## src/rtl/mem_arbiter_if.sv

```systemverilog
// Bundle of the cache-side and memory-side signals around the memory arbiter.
// The slave view is the arbiter itself. The master view is the surrounding
// environment: both caches plus the memory model.
interface mem_arbiter_if #(
  parameter int WORD_SIZE = 32,
  parameter int LINE_SIZE = 128
);
  logic                 ic_req;
  logic [WORD_SIZE-1:0] ic_req_addr;
  logic                 ic_res;
  logic [WORD_SIZE-1:0] ic_res_addr;
  logic [LINE_SIZE-1:0] ic_res_data;

  logic                 dc_req;
  logic [WORD_SIZE-1:0] dc_req_addr;
  logic                 dc_res;
  logic [WORD_SIZE-1:0] dc_res_addr;
  logic [LINE_SIZE-1:0] dc_res_data;

  logic                 dc_wr;
  logic [WORD_SIZE-1:0] dc_wr_addr;
  logic [LINE_SIZE-1:0] dc_wr_data;
  logic                 dc_wr_busy;
  logic                 dc_wr_done;

  logic                 mem_req;
  logic [WORD_SIZE-1:0] mem_req_addr;
  logic                 mem_req_write;
  logic [LINE_SIZE-1:0] mem_req_data;
  logic                 mem_res;
  logic [WORD_SIZE-1:0] mem_res_addr;
  logic [LINE_SIZE-1:0] mem_res_data;

  modport slave (
    input  ic_req, ic_req_addr,
    output ic_res, ic_res_addr, ic_res_data,
    input  dc_req, dc_req_addr,
    output dc_res, dc_res_addr, dc_res_data,
    input  dc_wr, dc_wr_addr, dc_wr_data,
    output dc_wr_busy, dc_wr_done,
    output mem_req, mem_req_addr, mem_req_write, mem_req_data,
    input  mem_res, mem_res_addr, mem_res_data
  );

  modport master (
    output ic_req, ic_req_addr,
    input  ic_res, ic_res_addr, ic_res_data,
    output dc_req, dc_req_addr,
    input  dc_res, dc_res_addr, dc_res_data,
    output dc_wr, dc_wr_addr, dc_wr_data,
    input  dc_wr_busy, dc_wr_done,
    input  mem_req, mem_req_addr, mem_req_write, mem_req_data,
    output mem_res, mem_res_addr, mem_res_data
  );
endinterface

```

## src/rtl/mem_arbiter.sv

```systemverilog
// Shares the single main-memory port between iCache refills, dCache refills
// and dCache write-backs. One pending slot per source, one transaction in
// flight, responses routed back by the state that issued the transaction.
//
// state    | meaning
// ---------+--------------------------------------------------------------
// IDLE     | no transaction outstanding; grant the best candidate
// BUSY_I   | iCache refill outstanding; mem_res goes to ic_res
// BUSY_DR  | dCache refill outstanding; mem_res goes to dc_res
// BUSY_DW  | dCache write-back outstanding; mem_res goes to dc_wr_done
module mem_arbiter #(
  parameter int WORD_SIZE = 32,
  parameter int LINE_SIZE = 128
) (
  input logic           clk,
  input logic           rst,
  mem_arbiter_if.slave  bus
);

  typedef enum logic [1:0] {IDLE, BUSY_I, BUSY_DR, BUSY_DW} state_t;
  typedef enum logic [1:0] {G_NONE, G_I, G_DR, G_DW} grant_t;

  state_t               state;
  logic                 i_v;
  logic                 dr_v;
  logic                 dw_v;
  logic [WORD_SIZE-1:0] i_addr;
  logic [WORD_SIZE-1:0] dr_addr;
  logic [WORD_SIZE-1:0] dw_addr;
  logic [LINE_SIZE-1:0] dw_data;
  logic                 favour_d;

  logic                 cap_i;
  logic                 cap_dr;
  logic                 cap_dw;
  grant_t               grant;
  logic [WORD_SIZE-1:0] i_addr_eff;
  logic [WORD_SIZE-1:0] dr_addr_eff;
  logic [WORD_SIZE-1:0] dw_addr_eff;
  logic [LINE_SIZE-1:0] dw_data_eff;
  logic                 dw_v_nxt;
  logic                 wr_flight_nxt;

  // Capture qualification, candidate selection and next write-slot occupancy.
  always_comb begin
    cap_i  = bus.ic_req && !i_v  && (state != BUSY_I);
    cap_dr = bus.dc_req && !dr_v && (state != BUSY_DR);
    cap_dw = bus.dc_wr  && !dw_v && (state != BUSY_DW);

    i_addr_eff  = i_v  ? i_addr  : bus.ic_req_addr;
    dr_addr_eff = dr_v ? dr_addr : bus.dc_req_addr;
    dw_addr_eff = dw_v ? dw_addr : bus.dc_wr_addr;
    dw_data_eff = dw_v ? dw_data : bus.dc_wr_data;

    // Write-back goes first so memory is updated before any refill of the line.
    grant = G_NONE;
    if (state == IDLE) begin
      if (dw_v || cap_dw) begin
        grant = G_DW;
      end else if ((i_v || cap_i) && (dr_v || cap_dr)) begin
        grant = favour_d ? G_DR : G_I;
      end else if (i_v || cap_i) begin
        grant = G_I;
      end else if (dr_v || cap_dr) begin
        grant = G_DR;
      end
    end

    dw_v_nxt      = (dw_v || cap_dw) && (grant != G_DW);
    wr_flight_nxt = (grant == G_DW) || ((state == BUSY_DW) && !bus.mem_res);
  end

  // Slot capture, grant issue, response routing and registered outputs.
  always_ff @(posedge clk) begin
    if (rst) begin
      state             <= IDLE;
      i_v               <= 1'b0;
      dr_v              <= 1'b0;
      dw_v              <= 1'b0;
      i_addr            <= '0;
      dr_addr           <= '0;
      dw_addr           <= '0;
      dw_data           <= '0;
      favour_d          <= 1'b0;
      bus.ic_res        <= 1'b0;
      bus.ic_res_addr   <= '0;
      bus.ic_res_data   <= '0;
      bus.dc_res        <= 1'b0;
      bus.dc_res_addr   <= '0;
      bus.dc_res_data   <= '0;
      bus.dc_wr_busy    <= 1'b0;
      bus.dc_wr_done    <= 1'b0;
      bus.mem_req       <= 1'b0;
      bus.mem_req_addr  <= '0;
      bus.mem_req_write <= 1'b0;
      bus.mem_req_data  <= '0;
    end else begin
      bus.mem_req    <= 1'b0;
      bus.ic_res     <= 1'b0;
      bus.dc_res     <= 1'b0;
      bus.dc_wr_done <= 1'b0;
      bus.dc_wr_busy <= dw_v_nxt || wr_flight_nxt;
      dw_v           <= dw_v_nxt;

      if (cap_i) begin
        i_v    <= 1'b1;
        i_addr <= bus.ic_req_addr;
      end
      if (cap_dr) begin
        dr_v    <= 1'b1;
        dr_addr <= bus.dc_req_addr;
      end
      if (cap_dw) begin
        dw_addr <= bus.dc_wr_addr;
        dw_data <= bus.dc_wr_data;
      end

      case (state)
        IDLE: begin
          case (grant)
            G_DW: begin
              bus.mem_req       <= 1'b1;
              bus.mem_req_addr  <= dw_addr_eff;
              bus.mem_req_write <= 1'b1;
              bus.mem_req_data  <= dw_data_eff;
              state             <= BUSY_DW;
            end
            G_I: begin
              bus.mem_req       <= 1'b1;
              bus.mem_req_addr  <= i_addr_eff;
              bus.mem_req_write <= 1'b0;
              bus.mem_req_data  <= '0;
              i_v               <= 1'b0;
              favour_d          <= 1'b1;
              state             <= BUSY_I;
            end
            G_DR: begin
              bus.mem_req       <= 1'b1;
              bus.mem_req_addr  <= dr_addr_eff;
              bus.mem_req_write <= 1'b0;
              bus.mem_req_data  <= '0;
              dr_v              <= 1'b0;
              favour_d          <= 1'b0;
              state             <= BUSY_DR;
            end
            default: ;
          endcase
        end
        BUSY_I: begin
          if (bus.mem_res) begin
            bus.ic_res      <= 1'b1;
            bus.ic_res_addr <= bus.mem_res_addr;
            bus.ic_res_data <= bus.mem_res_data;
            state           <= IDLE;
          end
        end
        BUSY_DR: begin
          if (bus.mem_res) begin
            bus.dc_res      <= 1'b1;
            bus.dc_res_addr <= bus.mem_res_addr;
            bus.dc_res_data <= bus.mem_res_data;
            state           <= IDLE;
          end
        end
        BUSY_DW: begin
          if (bus.mem_res) begin
            bus.dc_wr_done <= 1'b1;
            state          <= IDLE;
          end
        end
        default: state <= IDLE;
      endcase
    end
  end

endmodule

```

## src/flat_wrapper.sv

```systemverilog
// flat-port wrapper written by rule: the top's interface ports become plain ports
module mem_arbiter_flat 
#(
  parameter int WORD_SIZE = 32,
  parameter int LINE_SIZE = 128
)
  (clk, rst, bus_ic_req, bus_ic_req_addr, bus_ic_res, bus_ic_res_addr, bus_ic_res_data, bus_dc_req, bus_dc_req_addr, bus_dc_res, bus_dc_res_addr, bus_dc_res_data, bus_dc_wr, bus_dc_wr_addr, bus_dc_wr_data, bus_dc_wr_busy, bus_dc_wr_done, bus_mem_req, bus_mem_req_addr, bus_mem_req_write, bus_mem_req_data, bus_mem_res, bus_mem_res_addr, bus_mem_res_data);
  mem_arbiter_if #(.WORD_SIZE(WORD_SIZE), .LINE_SIZE(LINE_SIZE)) bus_i ();
  input logic clk;
  input logic rst;
  input wire logic [$bits(bus_i.ic_req)-1:0] bus_ic_req;
  input wire logic [$bits(bus_i.ic_req_addr)-1:0] bus_ic_req_addr;
  output wire logic [$bits(bus_i.ic_res)-1:0] bus_ic_res;
  output wire logic [$bits(bus_i.ic_res_addr)-1:0] bus_ic_res_addr;
  output wire logic [$bits(bus_i.ic_res_data)-1:0] bus_ic_res_data;
  input wire logic [$bits(bus_i.dc_req)-1:0] bus_dc_req;
  input wire logic [$bits(bus_i.dc_req_addr)-1:0] bus_dc_req_addr;
  output wire logic [$bits(bus_i.dc_res)-1:0] bus_dc_res;
  output wire logic [$bits(bus_i.dc_res_addr)-1:0] bus_dc_res_addr;
  output wire logic [$bits(bus_i.dc_res_data)-1:0] bus_dc_res_data;
  input wire logic [$bits(bus_i.dc_wr)-1:0] bus_dc_wr;
  input wire logic [$bits(bus_i.dc_wr_addr)-1:0] bus_dc_wr_addr;
  input wire logic [$bits(bus_i.dc_wr_data)-1:0] bus_dc_wr_data;
  output wire logic [$bits(bus_i.dc_wr_busy)-1:0] bus_dc_wr_busy;
  output wire logic [$bits(bus_i.dc_wr_done)-1:0] bus_dc_wr_done;
  output wire logic [$bits(bus_i.mem_req)-1:0] bus_mem_req;
  output wire logic [$bits(bus_i.mem_req_addr)-1:0] bus_mem_req_addr;
  output wire logic [$bits(bus_i.mem_req_write)-1:0] bus_mem_req_write;
  output wire logic [$bits(bus_i.mem_req_data)-1:0] bus_mem_req_data;
  input wire logic [$bits(bus_i.mem_res)-1:0] bus_mem_res;
  input wire logic [$bits(bus_i.mem_res_addr)-1:0] bus_mem_res_addr;
  input wire logic [$bits(bus_i.mem_res_data)-1:0] bus_mem_res_data;
  assign bus_i.ic_req = bus_ic_req;
  assign bus_i.ic_req_addr = bus_ic_req_addr;
  assign bus_ic_res = bus_i.ic_res;
  assign bus_ic_res_addr = bus_i.ic_res_addr;
  assign bus_ic_res_data = bus_i.ic_res_data;
  assign bus_i.dc_req = bus_dc_req;
  assign bus_i.dc_req_addr = bus_dc_req_addr;
  assign bus_dc_res = bus_i.dc_res;
  assign bus_dc_res_addr = bus_i.dc_res_addr;
  assign bus_dc_res_data = bus_i.dc_res_data;
  assign bus_i.dc_wr = bus_dc_wr;
  assign bus_i.dc_wr_addr = bus_dc_wr_addr;
  assign bus_i.dc_wr_data = bus_dc_wr_data;
  assign bus_dc_wr_busy = bus_i.dc_wr_busy;
  assign bus_dc_wr_done = bus_i.dc_wr_done;
  assign bus_mem_req = bus_i.mem_req;
  assign bus_mem_req_addr = bus_i.mem_req_addr;
  assign bus_mem_req_write = bus_i.mem_req_write;
  assign bus_mem_req_data = bus_i.mem_req_data;
  assign bus_i.mem_res = bus_mem_res;
  assign bus_i.mem_res_addr = bus_mem_res_addr;
  assign bus_i.mem_res_data = bus_mem_res_data;
  mem_arbiter #(.WORD_SIZE(WORD_SIZE), .LINE_SIZE(LINE_SIZE)) u_core (.clk(clk), .rst(rst), .bus(bus_i));
endmodule
```

## config.mk

```make
export PLATFORM = sky130hd
export DESIGN_NAME = mem_arbiter_flat
export DESIGN_NICKNAME = d
export VERILOG_FILES = /design/src/rtl/mem_arbiter_if.sv /design/src/rtl/mem_arbiter.sv /design/src/flat_wrapper.sv
export SDC_FILE = /design/constraint.sdc
export NUM_CORES = 2
export LEC_CHECK = 0
export CORE_AREA = 8 8 331 333
export DETAILED_ROUTE_END_ITERATION = 16
export DIE_AREA = 0 0 339 341
export PLACE_DENSITY_LB_ADDON = 0.2
export SLEW_MARGIN = 20
export SYNTH_ARGS = -nofsm -noshare
export SYNTH_HDL_FRONTEND = slang
export SYNTH_SLANG_ARGS = --single-unit
```

## constraint.sdc

```tcl
create_clock -name clk -period 8.2 [get_ports clk]
set_input_delay 1.23 -clock clk [delete_from_list [all_inputs] [get_ports clk]]
set_output_delay 1.23 -clock clk [all_outputs]
set_load 0.02 [all_outputs]
```

==> results by group <==
Run status
  – Status: completed

Power
  – Maximum VDD drop: 375 uV
  – Leak Pwr: 0.0138 uW
  – Switching Power: 5010 uW
  – Clk pwr share: 0.287
  – Flop pwr share: 0.341
  – Tot Pwr: 13,100 uW
  – Pint: 8130 uW
  – Sw frac: 0.381
  – P per Cell Area: 318 nW/um^2
  – Combinational power share: 0.372

Setup path
  – Worst path arrival time: 5.74 ns
  – Setup CP Type: reg -> reg
  – CP Max Fanout: 70
  – CP required: 8.65 ns
  – Crit end category: flop
  – R2R Path Start: u_core.state[0]
  – Crit-path cells: nand2b_2 > a21oi_1 > o311ai_0 > ha_4 > or3_4 > buf_4 > buf_4 > or3_1 > a21oi_1
  – CP bufs+invs: 2
  – Worst path max stage delay: 0.85 ns
  – Worst path slowest cell: o311ai_0
  – FF-to-FF End: u_core.bus.mem_req_data[23]
  – CP delay by family, top: simple AND/OR/NAND/NOR gates
  – CP startpoint kind: flop
  – Worst Reg2Reg Path Length in Cells: 9
  – R2R setup slack: 2.90 ns

STA
  – Slew headroom: 0.217
  – Final hold vios: 0
  – Least-Margin Pin Slew: 1.17 ns
  – Final min period: 5.30 ns
  – Period utilization: 0.646
  – Hold_ws: 0.446 ns
  – Worst-case clock skew: 0.0298 ns
  – Slew Limit Fails: 0
  – Fmax: 189 MHz
  – Final number of setup-violating endpoints: 0
  – Unrepaired setup endpoints after global routing: false
  – Setup tns final: 0 ns

Clocking
  – PostCTS Resize Cnt: 0
  – Hold-fix buffers, CTS: 0
  – CTS tree: yes
  – CTS buffer count: 86
  – Setup bufs post-CTS: 0
  – Clk Latency, worst-skew pair: 0.64 ns
  – Clock slew at reported path FFs: 0.06 ns
  – Clock buffer depth: 3
  – Root Buffer: clkbuf_16
  – H-Tree Depth: 3
  – CTS Sinks: 716

Die
  – Core ar.: 104,000 um^2
  – DIE WIDTH: 339 um
  – Die H: 341 um
  – Std cell rows: 119
  – Die ar.: 116,000 um^2
  – Initial core utilization: 0.277
  – I/O pins: 876

Drt
  – Total wire length: 126,000 um
  – Via count: 27,800
  – Pre-antenna DRT Iters: 5
  – Routed WL per cell: 22.4 um
  – Remaining DRCs: 0
  – DR iter-0 viols: 2,038
  – Vias per std cell: 4.93
  – Antenna viol nets, final: 0

Yosys
  – Cells after synthesis: 3,501
  – Syn avg cell area: 8.27 um^2
  – Netlist Area Pre-Place: 29,000 um^2
  – Syn. warnings: 0
  – Synthesized Nets: 3,896
  – Post-synth cell types: 37
  – Sequential fraction of the synthesis area: 0.495
  – Yosys reg bits: 716

Hold path
  – Hold Startpoint: u_core.bus.mem_req_data[46]
  – Cells on Worst Hold Path: 2
  – Tightest Hold Check Type: reg -> reg
  – WHS Endpoint: u_core.bus.mem_req_data[46]

Global routing
  – Largest net degree at the start of global routing: 199
  – Initial antenna violation count: 67
  – First-pass GRT wire length: 184,000 um
  – GRT Util Overall: 0.205
  – Gr ovfl total: 0
  – Vias in the first global route: 26,700

Placement
  – IO buf count: 875
  – Post-DP HPWL: 85,000 um
  – Placer congestion estimate: 0.823
  – Cell count after placement: 5,439
  – Placed cell area: 38,400 um^2

Finish
  – Post-layout instance area: 41,300 um^2
  – Cell Count, Final, Fillers Out: 5,636
  – Share of layout cells above drive strength 1: 0.0571
  – Area growth syn-to-layout: 42.5%
  – Fillers: 10,700
  – Multi-input gate area: 13,200 um^2
  – Nets: 4,531
  – Sequential standard cell area: 14,300 um^2

Flow run
  – Max-Cap Viols: 0
==> worst max path at each step <==
stage	start	endpoint	slack (ns)	cells past startpoint
floorplan	bus_dc_wr	u_core.bus.mem_req_data[100]	4.32	13
global placement	bus_dc_wr	u_core.bus.mem_req_data[114]	2.48	11
detailed placement	bus_dc_wr	u_core.bus.mem_req_data[3]	2.42	11
CTS	u_core.state[0]	u_core.bus.mem_req_data[23]	2.94	9
global route	u_core.state[0]	u_core.bus.mem_req_data[12]	2.52	9
finish	u_core.state[0]	u_core.bus.mem_req_data[23]	2.90	9
==> cell usage in the layout (no fill, tap or decap), drive strengths merged, types with 9 or more instances in the layout <==
cell,instances
clkdlybuf4s50,874
or3,129
nand2,770
dfxtp,716
clkbuf,132
o21ai,160
clkinv,13
mux2i,128
nand3,160
nand4,64
a21oi,676
mux2,64
nor2,10
a22oi,32
a211oi,34
diode,45
o21bai,32
buf,32
inv,9
nor2b,34
a2111oi,32
o31ai,64
==> cells by family (layout without fill, tap and decap cells) <==
group / Yosys count / count (layout) / share of synthesized area
adder cells (fa/ha/maj): 5 / 5 / 0.00216
AO/OA/AOI/OAI: 1042 / 1042 / 0.200
AND/OR/NAND/NOR: 1179 / 1179 / 0.181
multiplexers: 192 / 192 / 0.0691
buffers and inverters: 367 / 1066 / 0.0531
flip-flops: 716 / 716 / 0.495
other: 0 / 45 / 0
==> flip-flops by register name (all words and copies together) (netlist names) <==
| signal | cells |
|---|---|
| u_core.bus.dc_res | 1 |
| u_core.bus.dc_res_addr | 32 |
| u_core.bus.dc_res_data | 128 |
| u_core.bus.dc_wr_busy | 1 |
| u_core.bus.dc_wr_done | 1 |
| u_core.bus.ic_res | 1 |
| u_core.bus.ic_res_addr | 32 |
| u_core.bus.ic_res_data | 128 |
| u_core.bus.mem_req | 1 |
| u_core.bus.mem_req_addr | 32 |
| u_core.bus.mem_req_data | 128 |
| u_core.bus.mem_req_write | 1 |
| u_core.dr_addr | 32 |
| u_core.dr_v | 1 |
| u_core.dw_addr | 32 |
| u_core.dw_data | 128 |
| u_core.dw_v | 1 |
| u_core.favour_d | 1 |
| u_core.i_addr | 32 |
| u_core.i_v | 1 |
| u_core.state | 2 |
==> cell type report <==
type | count | area share
clock inverters | 20 | 0.00516
diodes | 45 | 0.00273
flip-flops and latches | 716 | 0.348
multi-input cells | 2418 | 0.319
inverters | 8 | 0.000849
clock buffers | 132 | 0.0618
well taps | 1391 | 0.0422
repair buffers | 906 | 0.221
==> cells in the mapped netlist, drive strengths merged <==
cell type | instances | share of area
a211oi | 34 | 0.0088
dfxtp | 716 | 0.50
o21bai | 32 | 0.0083
o31ai | 64 | 0.017
nor2 | 10 | 0.0013
o21ba | 1 | 0.00035
a2111oi | 32 | 0.0097
nand4 | 64 | 0.014
nor2b | 34 | 0.0073
and2 | 1 | 0.00022
mux2i | 128 | 0.044
or2 | 1 | 0.00022
nand3b | 2 | 0.00052
nand3 | 160 | 0.028
inv | 8 | 0.0010
o21ai | 160 | 0.028
ha | 5 | 0.0022
o2111ai | 2 | 0.00061
a311oi | 1 | 0.00030
mux2 | 64 | 0.025
nand2 | 770 | 0.10
and3b | 2 | 0.00061
or3 | 129 | 0.028
buf | 113 | 0.020
a21bo | 1 | 0.00035
nand2b | 3 | 0.00065
o311ai | 2 | 0.00061
a21boi | 1 | 0.00026
clkbuf | 246 | 0.032
o311a | 2 | 0.00069
a21oi | 676 | 0.12
a22oi | 32 | 0.0083
nor3 | 3 | 0.00052
o32a | 2 | 0.00069
==> power by group through the flow <==
| stage | clock network (uW) | logic [uW] | registers [uW] |
|---|---|---|---|
| CTS | 3900 | 4960 | 4470 |
| detailed placement | 0 | 4940 | 4540 |
| global placement | 0 | 4920 | 4530 |
| global route | 4040 | 5320 | 4540 |
| finish | 3770 | 4890 | 4470 |
| floorplan | 0 | 2470 | 4900 |
==> worst reg2reg max path: stages, from the launching register on <==
cell	delay (ns)
dfxtp_1	0.83
nand2b_2	0.83
a21oi_1	0.24
o311ai_0	0.85
ha_4	0.25
or3_4	0.52
buf_4	0.63
buf_4	0.68
or3_1	0.21
a21oi_1	0.07
==> through the flow <==
| step | setup WS [ns] | utilization |
|---|---|---|
| after detailed placement | 2.42 | 0.368 |
| after global placement | 2.48 | 0.368 |
| after CTS | 2.94 | 0.394 |
| final | 2.90 | 0.395 |
| after global routing | 2.52 | 0.395 |
| after floorplan | 4.32 | - |
==> routing by layer <==
layer / GRT usage / up-vias / part of all wire
met5: 0 / - / 0.0011
met1: 0.235 / 13100 / 0.39
met4: 0.0960 / 22 / 0.034
met2: 0.335 / 908 / 0.48
met3: 0.0790 / 205 / 0.091
li1: - / 13500 / -
Power figures use the tool's default switching activity.
